--- src/rtl/down_counter_timer_pkg.sv ---
// Shared types and default constants for the loadable down-counting timer.
package down_counter_timer_pkg;

  localparam int DCT_WIDTH    = 8;
  localparam int DCT_PRESCALE = 1;

  typedef enum logic [1:0] {
    IDLE  = 2'd0,
    RUN   = 2'd1,
    PAUSE = 2'd2
  } dct_state_t;

endpackage

--- src/rtl/down_counter_timer_tick.sv ---
// tick_prescaler: divides enabled cycles by PRESCALE and pulses tick on the last phase.
module tick_prescaler
  import down_counter_timer_pkg::*;
#(
  parameter int PRESCALE = DCT_PRESCALE
) (
  input  logic clk,
  input  logic reset,
  input  logic clear,
  input  logic run,
  output logic tick
);

  localparam int CW = (PRESCALE > 1) ? $clog2(PRESCALE) : 1;
  localparam logic [CW-1:0] LAST = CW'(PRESCALE - 1);

  logic [CW-1:0] cnt_q;
  logic [CW-1:0] cnt_d;
  logic          at_last_s;

  // Phase counter next state; holds when not running so a pause keeps the phase.
  always_comb begin
    at_last_s = (cnt_q == LAST);
    cnt_d     = cnt_q;
    if (clear) begin
      cnt_d = {CW{1'b0}};
    end else if (run) begin
      if (at_last_s) begin
        cnt_d = {CW{1'b0}};
      end else begin
        cnt_d = cnt_q + CW'(1);
      end
    end else begin
      cnt_d = cnt_q;
    end
  end

  // Phase counter register.
  always_ff @(posedge clk) begin
    if (!reset) begin
      cnt_q <= {CW{1'b0}};
    end else begin
      cnt_q <= cnt_d;
    end
  end

  assign tick = run & at_last_s;

endmodule

--- src/rtl/down_counter_timer.sv ---
// Loadable down-counting timer with prescaled decrement and one-cycle done pulse.
// Optional periodic mode: define DOWN_COUNTER_TIMER_AUTORELOAD_EN.
module down_counter_timer
  import down_counter_timer_pkg::*;
#(
  parameter int WIDTH    = DCT_WIDTH,
  parameter int PRESCALE = DCT_PRESCALE
) (
  input  logic             clk,
  input  logic             reset,
  input  logic             load,
  input  logic [WIDTH-1:0] load_value,
  input  logic             enable,
  output logic [WIDTH-1:0] out,
  output logic             busy,
  output logic             done
);

  localparam logic [WIDTH-1:0] ZERO = {WIDTH{1'b0}};
  localparam logic [WIDTH-1:0] ONE  = WIDTH'(1);

  dct_state_t       state_q, state_d;
  logic [WIDTH-1:0] out_q, out_d;
  logic [WIDTH-1:0] reload_q, reload_d;
  logic             busy_q, busy_d;
  logic             done_q, done_d;
  logic             run_s;
  logic             tick_s;

  // PAUSE with enable high counts in that same cycle, so a pause costs exactly its length.
  assign run_s = ~load & enable & (state_q != IDLE);

  tick_prescaler #(
    .PRESCALE(PRESCALE)
  ) u_tick (
    .clk  (clk),
    .reset(reset),
    .clear(load),
    .run  (run_s),
    .tick (tick_s)
  );

  // FSM, count, reload and done next-state logic; load overrides everything.
  always_comb begin
    state_d  = state_q;
    out_d    = out_q;
    reload_d = reload_q;
    done_d   = 1'b0;
    if (load) begin
      out_d    = load_value;
      reload_d = load_value;
      if (load_value == ZERO) begin
        state_d = IDLE;
      end else if (enable) begin
        state_d = RUN;
      end else begin
        state_d = PAUSE;
      end
    end else begin
      case (state_q)
        IDLE: begin
          state_d = IDLE;
        end
        RUN, PAUSE: begin
          if (!enable) begin
            state_d = PAUSE;
          end else if (tick_s) begin
            if (out_q > ONE) begin
              out_d   = out_q - ONE;
              state_d = RUN;
            end else if (out_q == ONE) begin
              done_d = 1'b1;
`ifdef DOWN_COUNTER_TIMER_AUTORELOAD_EN
              out_d   = reload_q;
              state_d = RUN;
`else
              out_d   = ZERO;
              state_d = IDLE;
`endif
            end else begin
              state_d = IDLE;
            end
          end else begin
            state_d = RUN;
          end
        end
        default: begin
          state_d = IDLE;
        end
      endcase
    end
    busy_d = (state_d != IDLE);
  end

  // State and output registers.
  always_ff @(posedge clk) begin
    if (!reset) begin
      state_q  <= IDLE;
      out_q    <= ZERO;
      reload_q <= ZERO;
      busy_q   <= 1'b0;
      done_q   <= 1'b0;
    end else begin
      state_q  <= state_d;
      out_q    <= out_d;
      reload_q <= reload_d;
      busy_q   <= busy_d;
      done_q   <= done_d;
    end
  end

  assign out  = out_q;
  assign busy = busy_q;
  assign done = done_q;

endmodule
--- config.mk ---
export PLATFORM = sky130hd
export DESIGN_NAME = down_counter_timer
export DESIGN_NICKNAME = d
export VERILOG_FILES = /design/src/rtl/down_counter_timer_pkg.sv /design/src/rtl/down_counter_timer_tick.sv /design/src/rtl/down_counter_timer.sv
export SDC_FILE = /design/constraint.sdc
export NUM_CORES = 1
export LEC_CHECK = 0
export CAP_MARGIN = 25
export CORE_MARGIN = 3
export CORE_UTILIZATION = 30
export CTS_BUF_LIST = sky130_fd_sc_hd__clkbuf_8
export DETAILED_ROUTE_END_ITERATION = 12
export MAX_ROUTING_LAYER = met4
export PLACE_DENSITY = 0.52
export SETUP_SLACK_MARGIN = 0.2
export SLEW_MARGIN = 20
export SYNTH_ARGS = -nofsm -noshare
export SYNTH_HDL_FRONTEND = slang
export SYNTH_SLANG_ARGS = --single-unit
export TNS_END_PERCENT = 20
--- constraint.sdc ---
create_clock -name clk -period 1.5 [get_ports clk]
set_clock_uncertainty 0.1 [all_clocks]
set_input_delay 0.15 -clock clk [delete_from_list [all_inputs] [get_ports clk]]
set_output_delay 0.15 -clock clk [all_outputs]
set_load 0.1 [all_outputs]
After elaboration in Yosys (flattened, before gate mapping)
Index checks and enable logic that the tools add are counted.
{ "totals": {"ff_bits": 13, "inputBits": 12, "out_inout_bits": 10} }
{ "classes": {"addsub": 2, "order_cmp": 1, "eq_ne": 3, "mux": 15, "bitwise": 9, "n_reduce_logical": 11} }
{ "ops": {"columns": ["op", "n"], "rows": [
  ["8-bit 2-to-1 mux", 6],
  ["2-bit 2-to-1 mux", 6],
  ["2-bit nonzero test", 5],
  ["8-bit by 1-bit equality test with 1-bit output (second input constant)", 1],
  ["8-bit by 1-bit greater-than comparator with 1-bit output (second input constant)", 1],
  ["8-bit zero test", 1],
  ["8-bit by 1-bit subtractor with 8-bit output (second input constant)", 1],
  ["1-bit NOT", 6],
  ["6-bit OR reduction", 1],
  ["4-bit AND reduction", 1],
  ["2-bit OR reduction", 2],
  ["1-bit AND", 3],
  ["1-bit 2-to-1 mux", 3],
  ["3-bit nonzero test", 1],
  ["2-bit by 1-bit equality test with 1-bit output (second input constant)", 1],
  ["2-bit equality test (second input constant)", 1],
  ["1-bit adder (second input constant)", 1]
]} }

Longest topological paths before layout
{ "logic_depth": {"depth_word": 9, "mapped_depth": 7, "depth_no_buf": 7} }

Hierarchy
Synthesis repeated with hierarchy kept, for this count alone.
{ "unflattened": {"cells_unflattened": 100, "hier_area_um2": 800.8} }
{ "by_module_without_submodules": {"columns": ["mod", "instances", "cells_per_inst", "area_each_um2"], "rows": [
  ["down_counter_timer", 1, 99, 793.3],
  ["tick_prescaler", 1, 1, 7.5]
]} }

Least setup slack after synthesis
No wires, ideal clock.
{ "synth_path": {"path_kind": "flip-flop to flip-flop", "startpoint": "reg out_q[0], in the netlist out[0]", "endpoint": "reg out_q[5], in the netlist out[5]", "setup_time_ns": 0.117, "arrival_ns": 2.171, "slack_ns": -0.888, "stages_incl_launch_ff": 7, "path_cell_list": "dfxtp_1 > inv_1 > ha_1 > nor3b_4 > a2111oi_0 > o32a_2 > nor2_1"} }
{ "synth_between": {"elab_chain_len": 6, "elab_cells_between_ends": 10, "classes_between": "add/sub (1); order compare (1); eq/ne (1); mux (5); reduce/logical (2)"} }
{ "synth_lines": {"columns": ["element", "line_no", "source"], "rows": [
  ["start, declared", "down_counter_timer.sv:23", "logic [WIDTH-1:0] out_q, out_d;"],
  ["start signal, assigned", "down_counter_timer.sv:105", "out_q <= out_d;"],
  ["8-bit by 1-bit subtractor with 8-bit output / 8-bit by 1-bit greater-than comparator with 1-bit output (equally long branches)", "down_counter_timer.sv:69, down_counter_timer.sv:68", null],
  ["8-bit 2-to-1 mux", "down_counter_timer.sv:68", "if (out_q > ONE) begin"],
  ["8-bit 2-to-1 mux", "down_counter_timer.sv:67", "end else if (tick_s) begin"],
  ["8-bit 2-to-1 mux", "down_counter_timer.sv:65", "if (!enable) begin"],
  ["8-bit 2-to-1 mux", "down_counter_timer.sv:60", "case (state_q)"],
  ["8-bit 2-to-1 mux", "down_counter_timer.sv:49", "if (load) begin"]
]} }
Parallel ways exist; a longest one is shown, timed or not. The select of a mux whose other input is x is not followed.
A chain may end at the register's enable or synchronous reset.

Worst setup path after layout
{ "layout_path": {"startpoint": "reg out_q[1], in the netlist out[1]", "endpoint": "reg out_q[5], in the netlist out[5]"} }
The elaborated chain is that of the path after synthesis.

==> reports/qor_table.md <==
| Item | Reported | Unit |
|---|---|---|
| Status | finished with violations | - |
| Violated checks | negative setup slack | - |
| Wire per inst | 15.2 | um |
| Starting Density | 32.0 | % |
| Net count of the finished layout | 179 | - |
| Cell breakdown of the critical path | or4_1 > a2111oi_4 > o32a_2 > nor2_1 | - |
| CTS H-Tree Depth | 1 | - |
| Arrival time worst endpoint | 1.76 | ns |
| Worst Reg-to-Reg Cells | 4 | - |
| Library cell used as clock root buffer | sky130_fd_sc_hd__clkbuf_8 | - |
| Count of unique library cells instantiated by Yosys | 37 | - |
| Number of nets still failing antenna checks after routing | 0 | - |
| Final GP Congestion | 0.888 | - |
| GRT Total Usage | 19.5 | % |
| Area contributors post-synth | sky130_fd_sc_hd__dfxtp_1, sky130_fd_sc_hd__a21oi_1, sky130_fd_sc_hd__nor2_1, sky130_fd_sc_hd__ha_1, sky130_fd_sc_hd__o32a_2 | - |
| Warning count from the yosys run | 0 | - |
| DRC | 0 | - |
| Largest fanout of any net on the critical path | 4 | - |
| Pins Over Slew Limit | 0 | - |
| Per-cell via count in the routed design | 5.27 | - |
| Synthesis-stage register bit count | 12 | - |
| Unrepaired setup endpoints after global routing | true | - |
| DRC marker count from the first detailed-route iteration | 24 | - |
| Max stage delay on crit path | 0.59 | ns |
| Final hold vios | 0 | - |
| Pleak | 0.669 | nW |
| Max capacitance violation total | 0 | - |
| Total gr overflow | 0 | - |
| Critical-path cell with the highest stage delay | sky130_fd_sc_hd__or4_1 | - |
| Worst reg-to-reg setup slack | -0.23 | ns |
| Overall power after layout | 0.00145 | W |
| Post-route fraction of the period consumed by the critical path | 115 | % |
| Slew of the pin with the lowest slew margin | 0.318 | ns |
| Die Footprint | 0.00335 | mm2 |
| # clock sinks | 12 | - |
| Buffers and inverters on the worst path | 0 | - |
| Startpoint class of the critical path | register | - |
| Setup-failing EPs final | 10 | - |
| Share of cells above drive strength 1 | 55.8 | % |
| Area added between synthesis and finish | 108 | % |
| Chip Width | 57.9 | um |
| Filler cells | 212 | - |
| Max transition margin | 78.5 | % |
| Drt pass-1 iters | 4 | - |
| Input/output buffers | 21 | - |
| Pin count of the biggest net entering global routing | 25 | - |
| Post-Synthesis Cells | 99 | - |
| Site row count | 18 | - |
| Vias in the first global route | 1032 | - |
| Worst-skew pair later-pin latency | 0.25 | ns |
| Vert. Die Dim | 57.9 | um |
| Antenna violations before repair | 0 | - |
| Final critical delay including setup and external delays | 1.73 | ns |
| Power Density | 867 | mW/mm2 |
| DP HPWL | 2.12 | mm |
| Proportion of synthesized chip area in sequential cells | 29.7 | % |
| Global-route wire length before repair | 4.77 | mm |
| Number of buffers created by CTS | 3 | - |
| Worst min-delay path endpoint | out[3] | - |
| Worst hold start | load_value[3] | - |
| Classification of the worst-slack hold path | in -> reg | - |
| Capture point of the worst reg-to-reg path | out[5] | - |
| Vias after detailed routing | 1017 | - |
| Number of placed I/O pins | 22 | - |
| Summed negative setup slack over all endpoints | -1.75 | ns |
| Syn Std Cell Area | 808 | um2 |
| Total detailed-routing wirelength | 2.94 | mm |
| Mean post-synth cell area | 8.16 | um2 |
| Reg clk slew, reported paths | 0.06 | ns |
| Final setup slack of the worst path | -0.228 | ns |
| Diodes inserted | 0 | - |
| Hold path cells | 4 | - |
| Fraction of post-synthesis cell area in the top cell type by area | 29.7 | % |
| Cell taking the most area after synthesis | sky130_fd_sc_hd__dfxtp_1 | - |
| Critical setup path kind | reg -> reg | - |
| Max frequency | 579 | MHz |
| Max clock buf depth | 2 | - |
| Required time of the critical path | 1.53 | ns |
| TritonCTS clock tree | built | - |
| Cell family contributing the most delay on the critical path | simple AND/OR/NAND/NOR gates | - |
| Synth Net Count | 114 | - |
| Crit path capture type | register | - |
| Standard cell core area | 0.00252 | mm2 |
| Reg-to-Reg Start | out[1] | - |
| Peak supply drop | 0.530 | mV |
-- per-stage QoR --
| stage | worst slack [ns] | hold WS [ns] | cells | util (%) | area, um2 |
|---|---|---|---|---|---|
| floorplan | -0.279 | 0.126 | 99 | - | 862 |
| global placement | -0.349 | 0.426 | 184 | 59.0 | 1490 |
| detailed placement | -0.381 | 0.441 | 184 | 59.0 | 1490 |
| CTS | -0.223 | 0.409 | 193 | 64.3 | 1620 |
| global route | -0.283 | 0.442 | 193 | 66.5 | 1680 |
| finish | -0.228 | 0.400 | 193 | 66.5 | 1680 |
-- synth_stat cells, drive strengths merged --
master,n
a2111oi,1
a211oi,2
a21o,1
a21oi,10
a221oi,2
a22oi,1
a32oi,2
buf,1
clkbuf,2
clkinv,1
dfxtp,12
ha,3
inv,8
nand2,6
nand2b,2
nand3,2
nand3b,3
nand4,1
nand4b,2
nor2,12
nor3,3
nor3b,2
nor4,1
nor4b,1
o211ai,1
o21a,1
o21ai,5
o31ai,1
o32a,3
o32ai,1
or2,1
or3,1
or4,4
-- worst max path at each step --
stage / from / end / slack [ns] / depth (start not counted)
2_1_floorplan: out[1] / out[5] / -0.28 / 4
3_3_place_gp: enable / out[0] / -0.35 / 7
3_5_place_dp: enable / out[0] / -0.38 / 7
4_1_cts: out[7] / out[4] / -0.22 / 7
5_1_grt: out[7] / out[3] / -0.28 / 7
6_report: out[1] / out[5] / -0.23 / 4
-- power by group --
group / internal [W] / total (W) / switching (W)
Clock: 0.000232 / 0.000366 / 0.000133
Combinational: 0.000346 / 0.000730 / 0.000385
Sequential: 0.000337 / 0.000359 / 0.0000216
-- sequential cells by signal, indices dropped and copies added (netlist names) --
signal / cells
state_q: 2
done: 1
out: 8
busy: 1
-- layout by cell type (no fill, tap or decap), drive strengths merged --
cell           Yosys  final
buf                1     52
nor2              12     12
dfxtp             12     12
a21oi             10     10
clkdlybuf4s50      0      9
inv                8      8
nand2              6      6
o21ai              5      5
clkbuf             2      4
or4                4      4
o32a               3      3
nor3               3      3
nand3b             3      3
ha                 3      3
nand4b             2      2
nand2b             2      2
a211oi             2      2
a32oi              2      2
dlygate4sd2        0      2
nor3b              2      2
nand3              2      2
a221oi             2      2
clkinv             1      1
nor4               1      1
or3                1      1
a21o               1      1
o211ai             1      1
nand4              1      1
o31ai              1      1
o21a               1      1
or2                1      1
a2111oi            1      1
a22oi              1      1
nor4b              1      1
o32ai              1      1
-- area by class of cell --
cell class              instances  area, um2  share of cell area [%]
repair buffers                 63        643                    38.3
multi-input cells              75        633                    37.7
flip-flops and latches         12        270                    16.1
clock buffers                   4       55.1                    3.28
inverters                       9       38.8                    2.31
well taps                      30       37.5                    2.24
-- cells by family (layout without fill, tap and decap cells) --
family	Yosys count	count (layout)	share of synthesized area, %
buffers and inverters	12	76	5.73
AO/OA/AOI/OAI	31	31	28.0
AND/OR/NAND/NOR	41	41	31.9
flip-flops	12	12	29.7
adder cells (fa/ha/maj)	3	3	4.64
-- worst register-to-register path: stages, from the launching register on --
cell,delay [ns]
sky130_fd_sc_hd__dfxtp_4,0.36
sky130_fd_sc_hd__or4_1,0.59
sky130_fd_sc_hd__a2111oi_4,0.35
sky130_fd_sc_hd__o32a_2,0.18
sky130_fd_sc_hd__nor2_1,0.03
-- routing by layer --
metal / share of wire [%] / routed length [um] / track usage, % / vias to the layer above
li1: - / - / - / 500
met1: 43 / 1260 / 24.8 / 477
met2: 49 / 1440 / 29.8 / 32
met3: 6.2 / 183 / 4.23 / 8
met4: 2.1 / 62 / 7.95 / 0
met5: 0 / 0 / - / -
-- what timing repair did --
item                                    CTS  global route
gates cloned                              0             0
buffers inserted                          5             0
gates resized for setup                  17            11
pin swaps                                 7             5
hold endpoints to repair                  0             0
endpoints found under the setup margin   12            12
hold buffers                              0             0
No activity file was read; power rests on OpenSTA's default activity.
